[config.mk]
export PLATFORM = sky130hd
export DESIGN_NAME = uart_rx_fifo
export DESIGN_NICKNAME = d
export VERILOG_FILES = /design/src/rtl/uart_rx_fifo.sv
export SDC_FILE = /design/constraint.sdc
export NUM_CORES = 1
export LEC_CHECK = 0
export ABC_AREA = 1
export CORE_UTILIZATION = 65
export DETAILED_ROUTE_END_ITERATION = 12
export PLACE_DENSITY_LB_ADDON = 0.08
export SYNTH_ARGS = -nofsm -noshare
export SYNTH_HDL_FRONTEND = slang
export SYNTH_SLANG_ARGS = --single-unit
[constraint.sdc]
create_clock -name I_CLK -period 5.6 [get_ports I_CLK]
set_input_delay 0.56 -clock I_CLK [delete_from_list [all_inputs] [get_ports I_CLK]]
set_output_delay 0.56 -clock I_CLK [all_outputs]
set_load 0.1 [all_outputs]
[src/rtl/uart_rx_fifo.sv]
// Receive byte buffer behind the UART receiver: circular store with pop handshake and sticky overrun.
// Define UART_RX_FIFO_FWFT_EN for first-word fall-through reads; otherwise reads are registered.
module uart_rx_fifo #(
    parameter int DWIDTH = 8,
    parameter int ADDR_W = 4
) (
    input  logic              I_CLK,
    input  logic              I_RSTF,
    input  logic [DWIDTH-1:0] I_WR_DATA,
    input  logic              I_WR_EN,
    input  logic              I_RD_EN,
    input  logic              I_FLUSH,
    input  logic              I_CLR_OVR,
    output logic [DWIDTH-1:0] O_RD_DATA,
    output logic              O_RD_VALID,
    output logic              O_EMPTY,
    output logic              O_FULL,
    output logic [ADDR_W:0]   O_COUNT,
    output logic              O_OVERRUN
);
    localparam int DEPTH = 1 << ADDR_W;
    localparam logic [ADDR_W:0] DEPTH_V = (ADDR_W+1)'(DEPTH);

    logic [DWIDTH-1:0] mem [DEPTH];
    logic [ADDR_W:0]   wr_ptr, rd_ptr, count;
    logic              empty, full, rd_acc, wr_acc, ovr_set, overrun;

    assign count   = wr_ptr - rd_ptr;
    assign empty   = (count == '0);
    assign full    = (count == DEPTH_V);
    assign rd_acc  = I_RD_EN & ~empty;
    // A pop in the same cycle frees the slot, so a write at full still lands.
    assign wr_acc  = I_WR_EN & (~full | rd_acc);
    assign ovr_set = I_WR_EN & ~wr_acc & ~I_FLUSH;

    always_ff @(posedge I_CLK or negedge I_RSTF) begin
        if (!I_RSTF) begin
            wr_ptr <= '0;
            rd_ptr <= '0;
        end else if (I_FLUSH) begin
            wr_ptr <= '0;
            rd_ptr <= '0;
        end else begin
            if (wr_acc) wr_ptr <= wr_ptr + 1'b1;
            if (rd_acc) rd_ptr <= rd_ptr + 1'b1;
        end
    end

    always_ff @(posedge I_CLK) begin
        if (wr_acc && !I_FLUSH) mem[wr_ptr[ADDR_W-1:0]] <= I_WR_DATA;
    end

    always_ff @(posedge I_CLK or negedge I_RSTF) begin
        if (!I_RSTF)        overrun <= 1'b0;
        else if (ovr_set)   overrun <= 1'b1;
        else if (I_CLR_OVR) overrun <= 1'b0;
    end

`ifdef UART_RX_FIFO_FWFT_EN
    assign O_RD_DATA  = empty ? '0 : mem[rd_ptr[ADDR_W-1:0]];
    assign O_RD_VALID = ~empty;
`else
    logic [DWIDTH-1:0] rd_data;
    logic              rd_valid;

    always_ff @(posedge I_CLK or negedge I_RSTF) begin
        if (!I_RSTF) begin
            rd_data  <= '0;
            rd_valid <= 1'b0;
        end else begin
            rd_valid <= rd_acc & ~I_FLUSH;
            if (rd_acc && !I_FLUSH) rd_data <= mem[rd_ptr[ADDR_W-1:0]];
        end
    end

    assign O_RD_DATA  = rd_data;
    assign O_RD_VALID = rd_valid;
`endif

    assign O_EMPTY   = empty;
    assign O_FULL    = full;
    assign O_COUNT   = count;
    assign O_OVERRUN = overrun;
endmodule
==> results.md, run 1 <==
• **result of the run** complete, no violations
• **vertical extent of the die** 103 µm
• **Final setup viols** 0
• **largest clock skew in the final design** 0.00808 ns
• **switching pwr** 1.49 mW
• **Initial Utilization** 0.674
• **post-cts repair resize count** 0
• **vias in the first global route** 4203
• **Seq cells post-synth** 148
• **number of CTS-inserted buffers** 17
• **grt ovf** 0
• **number of buffer cells added on primary ports** 30
• **Critical Path Sink Type** primary output
• **portion of total power attributed to combinational logic** 0.344
• **Final Net Count** 650
• **full die area** 10600 µm²
• **total routed wirelength** 14300 µm
• **total inserted antenna cells** 0
• **fraction of power consumed by sequential logic** 0.321
• **RD Place Congestion** 0.851
• **violation count after the first detailed-route iteration** 432
• **Top Ports** 31
• **tightest slew margin relative to the limit** 0.269
• **number of enable flip-flop cells after synthesis** 128
• **cell type contributing the most total cell area after synthesis** sky130_fd_sc_hd__edfxtp_1
• **antenna violations before repair** 0
• **nets in the synthesized netlist** 628
• **startpoint-to-endpoint class of the critical path** flip-flop to primary output
• **post-route fraction of the period consumed by the critical path** 0.758
• **biggest fanout along the worst timing path** 44
• **final hold violation count** 0
• **fraction of layout cells with a size suffix above 1** 0.106
• **WP data required** 5.04 ns
• **maximum buffer depth of the clock tree** 2
• **RSZ-0062 raised after global routing** false
• **type of origin of the critical path** flip-flop
• **number of instances in the synthesized netlist** 604
• **cell area power density** 523 nW/µm²
• **netlist area before placement** 6610 µm²
• **setup TNS** 0 ns
• **wire per inst** 18.5 µm
• **share of the synthesized area in the top cell type** 0.581
• **first-pass GRT wire length** 22300 µm
• **critical-path cell with the highest stage delay** sky130_fd_sc_hd__clkdlybuf4s50_1
• **max-capacitance violation count** 0
• **vias per inst** 5.79
• **Placeable Area** 9820 µm²
• **Post-synth ARST share** 0.135
• **drt pass-1 iters** 6
• **Residual DRC** 0
• **clock sinks** 148
• **ordered cell list for the critical path** buf_4 > inv_2 > fa_1 > nand3_1 > nand3_1 > nand2_4 > clkdlybuf4s50_1
• **Hold WC Path Type** flip-flop to flip-flop
• **slowest cell delay on critical path** 1.14 ns
• **Final min period** 4.24 ns
• **buffers inserted during post-CTS setup optimization** 0
• **number of filler cells placed in the layout** 657
• **Max Clock Freq** 236 MHz
• **sequential share of the synthesized area** 0.657
• **Avg Synthesized Cell Area** 11.0 µm²
• **fin worst setup slack** 1.36 ns
• **area occupied by multi-input gates** 1960 µm²
• **Final Max Tran Viols** 0
• **synth warn** 0
• **Area growth, synth to finish** 14.9%
• **die outline width** 103 µm
• **DRT antenna net count** 0
• **maximum level of the CTS H-tree** 4
• **maximum vdd ir drop** 0.355 mV
• **pre-CTS setup slack** 1.94 ns
• **worst endpoint data arrival time** 3.68 ns
• **net switching share of the total power** 0.375
• **CTS tree** done
• **top post-synthesis cells by area** sky130_fd_sc_hd__edfxtp_1 58%, sky130_fd_sc_hd__dfrtp_1 7.6%, sky130_fd_sc_hd__nor2_1 7.4%, sky130_fd_sc_hd__nand2_1 5.7%, sky130_fd_sc_hd__o21ai_0 3.4%
• **flip-flop and latch area** 4350 µm²
• **clock transition at the register clock pins on the worst setup and hold paths after CTS** 0.06 ns
• **largest net degree at the start of global routing** 69
• **Clock Root Buffer** sky130_fd_sc_hd__clkbuf_8
• **number of vias after detailed routing** 4470
• **critical path's most frequent cell** sky130_fd_sc_hd__nand3_1
• **insertion delay to the later sink of the worst-skew pair** 0.53 ns
• **leak pwr** 2.88 nW
• **transition time of the tightest slew-check pin** 1.09 ns
• **Synth Flop Type** sky130_fd_sc_hd__edfxtp_1
• **num rows** 36
• **Clock Power Share** 0.334
• **Internal Pwr Total** 2.48 mW
• **global routing usage summed across all routing layers** 0.298
• **Yosys cell types** 35
• **hold buffer count at cts** 0
• **HPWL Detailed** 8890 µm
metrics by stage:
step	hold WS [ns]	instance area, µm²	std cells	total power, mW	util
floorplan	0.264	6610	604	2.39	-
global placement	0.464	6900	740	2.64	0.703
detailed placement	0.466	6900	740	2.65	0.703
CTS	0.483	7600	772	3.98	0.774
global route	0.499	7600	772	4.13	0.774
finish	0.476	7600	772	3.97	0.774
critical path: cells and delay by family (launching register included):
kind	cells	cell delay (ns)
flops	1	0.32
fa+ha+maj	1	0.54
simple gates	3	0.38
buf+inv	3	1.87
worst paths after layout:
check | from | to | slack [ns] | cells past startpoint
min in group asynchronous | I_RSTF | O_RD_DATA[1] | 0.55 | 1
min reg2reg | O_RD_DATA[6] | O_RD_DATA[6] | 0.48 | 2
min | O_RD_DATA[6] | O_RD_DATA[6] | 0.48 | 2
max reg2reg | rd_ptr[1] | mem[9][2] | 2.12 | 10
max in group asynchronous | I_RSTF | rd_ptr[0] | 4.44 | 1
max | rd_ptr[1] | O_COUNT[4] | 1.36 | 7
logic make-up after synthesis:
logic type | share of synthesized area
xor+xnor | 0.0131
flops | 0.657
compound gates | 0.0600
simple gates | 0.204
buf+inv | 0.0462
fa+ha+maj | 0.0201
state kept, by name, indices dropped and copies added (netlist names):
register,cells
mem,128
O_RD_DATA,8
rd_ptr,5
wr_ptr,5
O_OVERRUN,1
O_RD_VALID,1
Yosys cell counts, types with 3 or more instances:
cell / number
sky130_fd_sc_hd__inv_1: 26
sky130_fd_sc_hd__o21ai_0: 45
sky130_fd_sc_hd__edfxtp_1: 128
sky130_fd_sc_hd__nand2_1: 100
sky130_fd_sc_hd__inv_2: 3
sky130_fd_sc_hd__ha_1: 9
sky130_fd_sc_hd__nand3_1: 36
sky130_fd_sc_hd__nor2_1: 131
sky130_fd_sc_hd__nor2_2: 11
sky130_fd_sc_hd__clkbuf_1: 7
sky130_fd_sc_hd__xor2_1: 7
sky130_fd_sc_hd__buf_2: 11
sky130_fd_sc_hd__nand4_1: 5
sky130_fd_sc_hd__dfrtp_1: 20
sky130_fd_sc_hd__nand3_2: 11
sky130_fd_sc_hd__buf_4: 5
sky130_fd_sc_hd__o21ai_1: 19
sky130_fd_sc_hd__o211ai_1: 8
metal layers:
metal	vias up	GRT usage	part of all wire
met3	33	0.0475	0.075
li1	2102	-	-
met5	-	0	0
met1	2131	0.425	0.43
met2	204	0.451	0.47
met4	0	0.151	0.027
cell type report:
class	count	area share
flip-flops and latches	148	0.572
multi-input cells	396	0.258
clock buffers	18	0.0550
repair buffers	32	0.0408
clock inverters	14	0.0367
well taps	133	0.0219
inverters	31	0.0153
power groups by stage:
stage | sequential (mW) | combinational, mW | clock, mW
4_1_cts | 1.28 | 1.37 | 1.34
5_1_grt | 1.28 | 1.47 | 1.38
6_report | 1.28 | 1.37 | 1.33
2_1_floorplan | 1.52 | 0.866 | 0
3_3_place_gp | 1.30 | 1.34 | 0
3_5_place_dp | 1.30 | 1.35 | 0
cells in the final DEF, fill, tap and decap left out, types with 4 or more instances in the layout:
| master | count |
|---|---|
| sky130_fd_sc_hd__clkdlybuf4s50_1 | 28 |
| sky130_fd_sc_hd__nor2_2 | 11 |
| sky130_fd_sc_hd__nand2_1 | 100 |
| sky130_fd_sc_hd__inv_1 | 26 |
| sky130_fd_sc_hd__nor2_1 | 131 |
| sky130_fd_sc_hd__ha_1 | 9 |
| sky130_fd_sc_hd__clkbuf_16 | 16 |
| sky130_fd_sc_hd__o21ai_1 | 19 |
| sky130_fd_sc_hd__o211ai_1 | 8 |
| sky130_fd_sc_hd__o21ai_0 | 45 |
| sky130_fd_sc_hd__nand4_1 | 5 |
| sky130_fd_sc_hd__edfxtp_1 | 128 |
| sky130_fd_sc_hd__xor2_1 | 7 |
| sky130_fd_sc_hd__nand3_1 | 36 |
| sky130_fd_sc_hd__nand3_2 | 11 |
| sky130_fd_sc_hd__buf_4 | 4 |
| sky130_fd_sc_hd__bufinv_16 | 8 |
| sky130_fd_sc_hd__dfrtp_1 | 19 |
Note: power is estimated with default switching activity, not from simulation.
==> run 2, diff against run 1 <==
- CORE_UTILIZATION: 65 -> 54
- clock period: 5.6 -> 3.6 ns (I/O delays scaled with it)
==> run 2 against run 1 <==
  * Via count fell by 2.0%
  * Worst hold slack worse by 0.041 ns
  * Routed wire length increased by 2.0%
  * Final cell count increased by 2.1%
  * Critical path depth unchanged
  * Clock skew is essentially flat
  * Critical path type unchanged
  * Critical endpoint is now O_EMPTY
  * Highest routed layer unchanged
==> results.md, run 2 (synthesized netlist as in run 1, its figures left out) <==
• **Top Ports** 31, unchanged
• **CTS tree** done
• **Clock Root Buffer** sky130_fd_sc_hd__clkbuf_16
• **clock sinks** 148, unchanged
• **full die area** 12700 µm², +20%
• **insertion delay to the later sink of the worst-skew pair** 0.42 ns, -0.11 ns
• **num rows** 40, +11%
• **clock transition at the register clock pins on the worst setup and hold paths after CTS** 0.06 ns, about the same
• **number of vias after detailed routing** 4380, -2.0%
• **total inserted antenna cells** 0, unchanged
• **most frequent standard cell in the layout excluding fill and tap cells** sky130_fd_sc_hd__nor2_1
• **setup TNS** 0 ns, unchanged
• **commonest cells after routing, fill and taps aside** 130 x sky130_fd_sc_hd__nor2_1, 128 x sky130_fd_sc_hd__edfxtp_1, 100 x sky130_fd_sc_hd__nand2_1
• **maximum level of the CTS H-tree** 4, unchanged
• **vertical extent of the die** 113 µm, +9.5%
• **number of buffer cells added on primary ports** 30, unchanged
• **vias in the first global route** 4246, +1.0%
• **largest net degree at the start of global routing** 69, unchanged
• **fraction of layout cells with a size suffix above 1** 0.114, +0.00747
• **Residual DRC** 0, unchanged
• **grt ovf** 0, unchanged
• **transition time of the tightest slew-check pin** 0.980 ns, -0.115 ns
• **maximum buffer depth of the clock tree** 2, unchanged
• **Final setup viols** 0, unchanged
• **total routed wirelength** 14600 µm, +2.0%
• **Largest register FFs** 128, unchanged
• **drt pass-1 iters** 5, -1
• **worst endpoint data arrival time** 2.67 ns, -1.01 ns
• **Hold WC Path Type** input port to asynchronous set/reset pin
• **buffers inserted during post-CTS setup optimization** 0, unchanged
• **largest clock skew in the final design** 0.00830 ns, +0.000215 ns
• **Initial Utilization** 0.553, -0.121
• **post-cts repair resize count** 0, unchanged
• **violation count after the first detailed-route iteration** 335, -22%
• **Critical Path Sink Type** primary output
• **die outline width** 113 µm, +9.5%
• **tightest slew margin relative to the limit** 0.345, +0.0751
• **Worst setup startpoint** rd_ptr[1]
• **max-capacitance violation count** 0, unchanged
• **cell count of the worst reg-to-reg path** 11, +1
• **Area growth, synth to finish** 14.5%
• **vias per inst** 5.56, -4.0%
• **Placeable Area** 12000 µm², +22%
• **wire per inst** 18.5 µm, about the same
• **HPWL Detailed** 9510 µm, +7.0%
• **leak pwr** 2.87 nW, -0.66%
• **Final Max Tran Viols** 0, unchanged
• **post-route fraction of the period consumed by the critical path** 0.842
• **post-route total power** 5.95 mW, +50%
• **biggest fanout along the worst timing path** 26, -41%
• **tightest hold margin** 0.435 ns, -0.0406 ns
• **Final min period** 3.03 ns
• **WP data required** 3.24 ns, -1.80 ns
• **result of the run** complete, no violations
• **cell area power density** 785 nW/µm², +50%
• **worst setup slack for register-to-register paths** 0.60 ns, -1.52 ns
• **Final Net Count** 652, +0.31%
• **type of origin of the critical path** flip-flop
• **number of CTS-inserted buffers** 17, unchanged
• **hold buffer count at cts** 0, unchanged
• **first-pass GRT wire length** 22900 µm, +2.5%
• **global routing usage summed across all routing layers** 0.253, -0.0447
• **antenna violations before repair** 0, unchanged
• **startpoint of the worst register-to-register path** wr_ptr[0]
• **maximum vdd ir drop** 0.523 mV, +47%
• **Max Clock Freq** 330 MHz
• **final hold violation count** 0, unchanged
• **startpoint-to-endpoint class of the critical path** flip-flop to primary output
• **core occupancy in the finished layout** 0.633, -0.141
• **RD Place Congestion** 0.868, +1.9%
• **DRT antenna net count** 0, unchanged
• **RSZ-0062 raised after global routing** false
[run 2: changes by cell type in the layout (fill, tap and decap cells not counted), sizes merged]
cell           before  now
buf                 4   10
bufinv              8    0
clkbuf             18   26
clkdlybuf4s50      28   24
[run 2: cell type report]
type	instances	area (µm²)
clock buffer	26	532
clock inverter	6	38.8
fill	961	4390
inverter	31	116
multi-input combinational	396	1970
sequential	148	4350
tap	147	184
timing repair buffer	34	390
[run 2: power by group]
group	internal [mW]	leakage [nW]	switching, mW
logic	0.622	1.17	1.66
registers	1.95	1.41	0.0403
clock network	1.02	0.281	0.657
total	3.59	2.87	2.36
[run 2: worst paths after layout]
kind | endpoint
hold / removal | O_OVERRUN
hold reg to reg | O_RD_DATA[4]
min in group I_CLK | O_RD_DATA[4]
setup reg to reg | mem[0][0]
max in group asynchronous | rd_ptr[0]
setup / recovery | O_EMPTY
[run 2: metal layers]
metal | vias to the layer above | GRT usage | wire length (µm)
li1 | 2101 | - | -
met1 | 2059 | 0.349 | 6420
met2 | 186 | 0.378 | 6600
met3 | 34 | 0.0691 | 1190
met4 | 0 | 0.114 | 387
met5 | - | 0 | 0
[run 2: through the flow]
| stage | instance area [µm²] | setup WS (ns) | cells |
|---|---|---|---|
| 2_1_floorplan | 6620 | 0.127 | 604 |
| 3_3_place_gp | 7000 | 0.659 | 756 |
| 3_5_place_dp | 7000 | 0.577 | 756 |
| 4_1_cts | 7570 | 0.557 | 788 |
| 5_1_grt | 7570 | 0.348 | 788 |
| 6_report | 7570 | 0.571 | 788 |
[run 2: critical path: stages, from the launching register on]
cell,delay [ns]
sky130_fd_sc_hd__dfrtp_1,0.39
sky130_fd_sc_hd__inv_2,0.36
sky130_fd_sc_hd__fa_1,0.55
sky130_fd_sc_hd__or2_1,0.26
sky130_fd_sc_hd__nor2_2,0.22
sky130_fd_sc_hd__nand2_2,0.12
sky130_fd_sc_hd__nor2_4,0.15
sky130_fd_sc_hd__buf_12,0.19
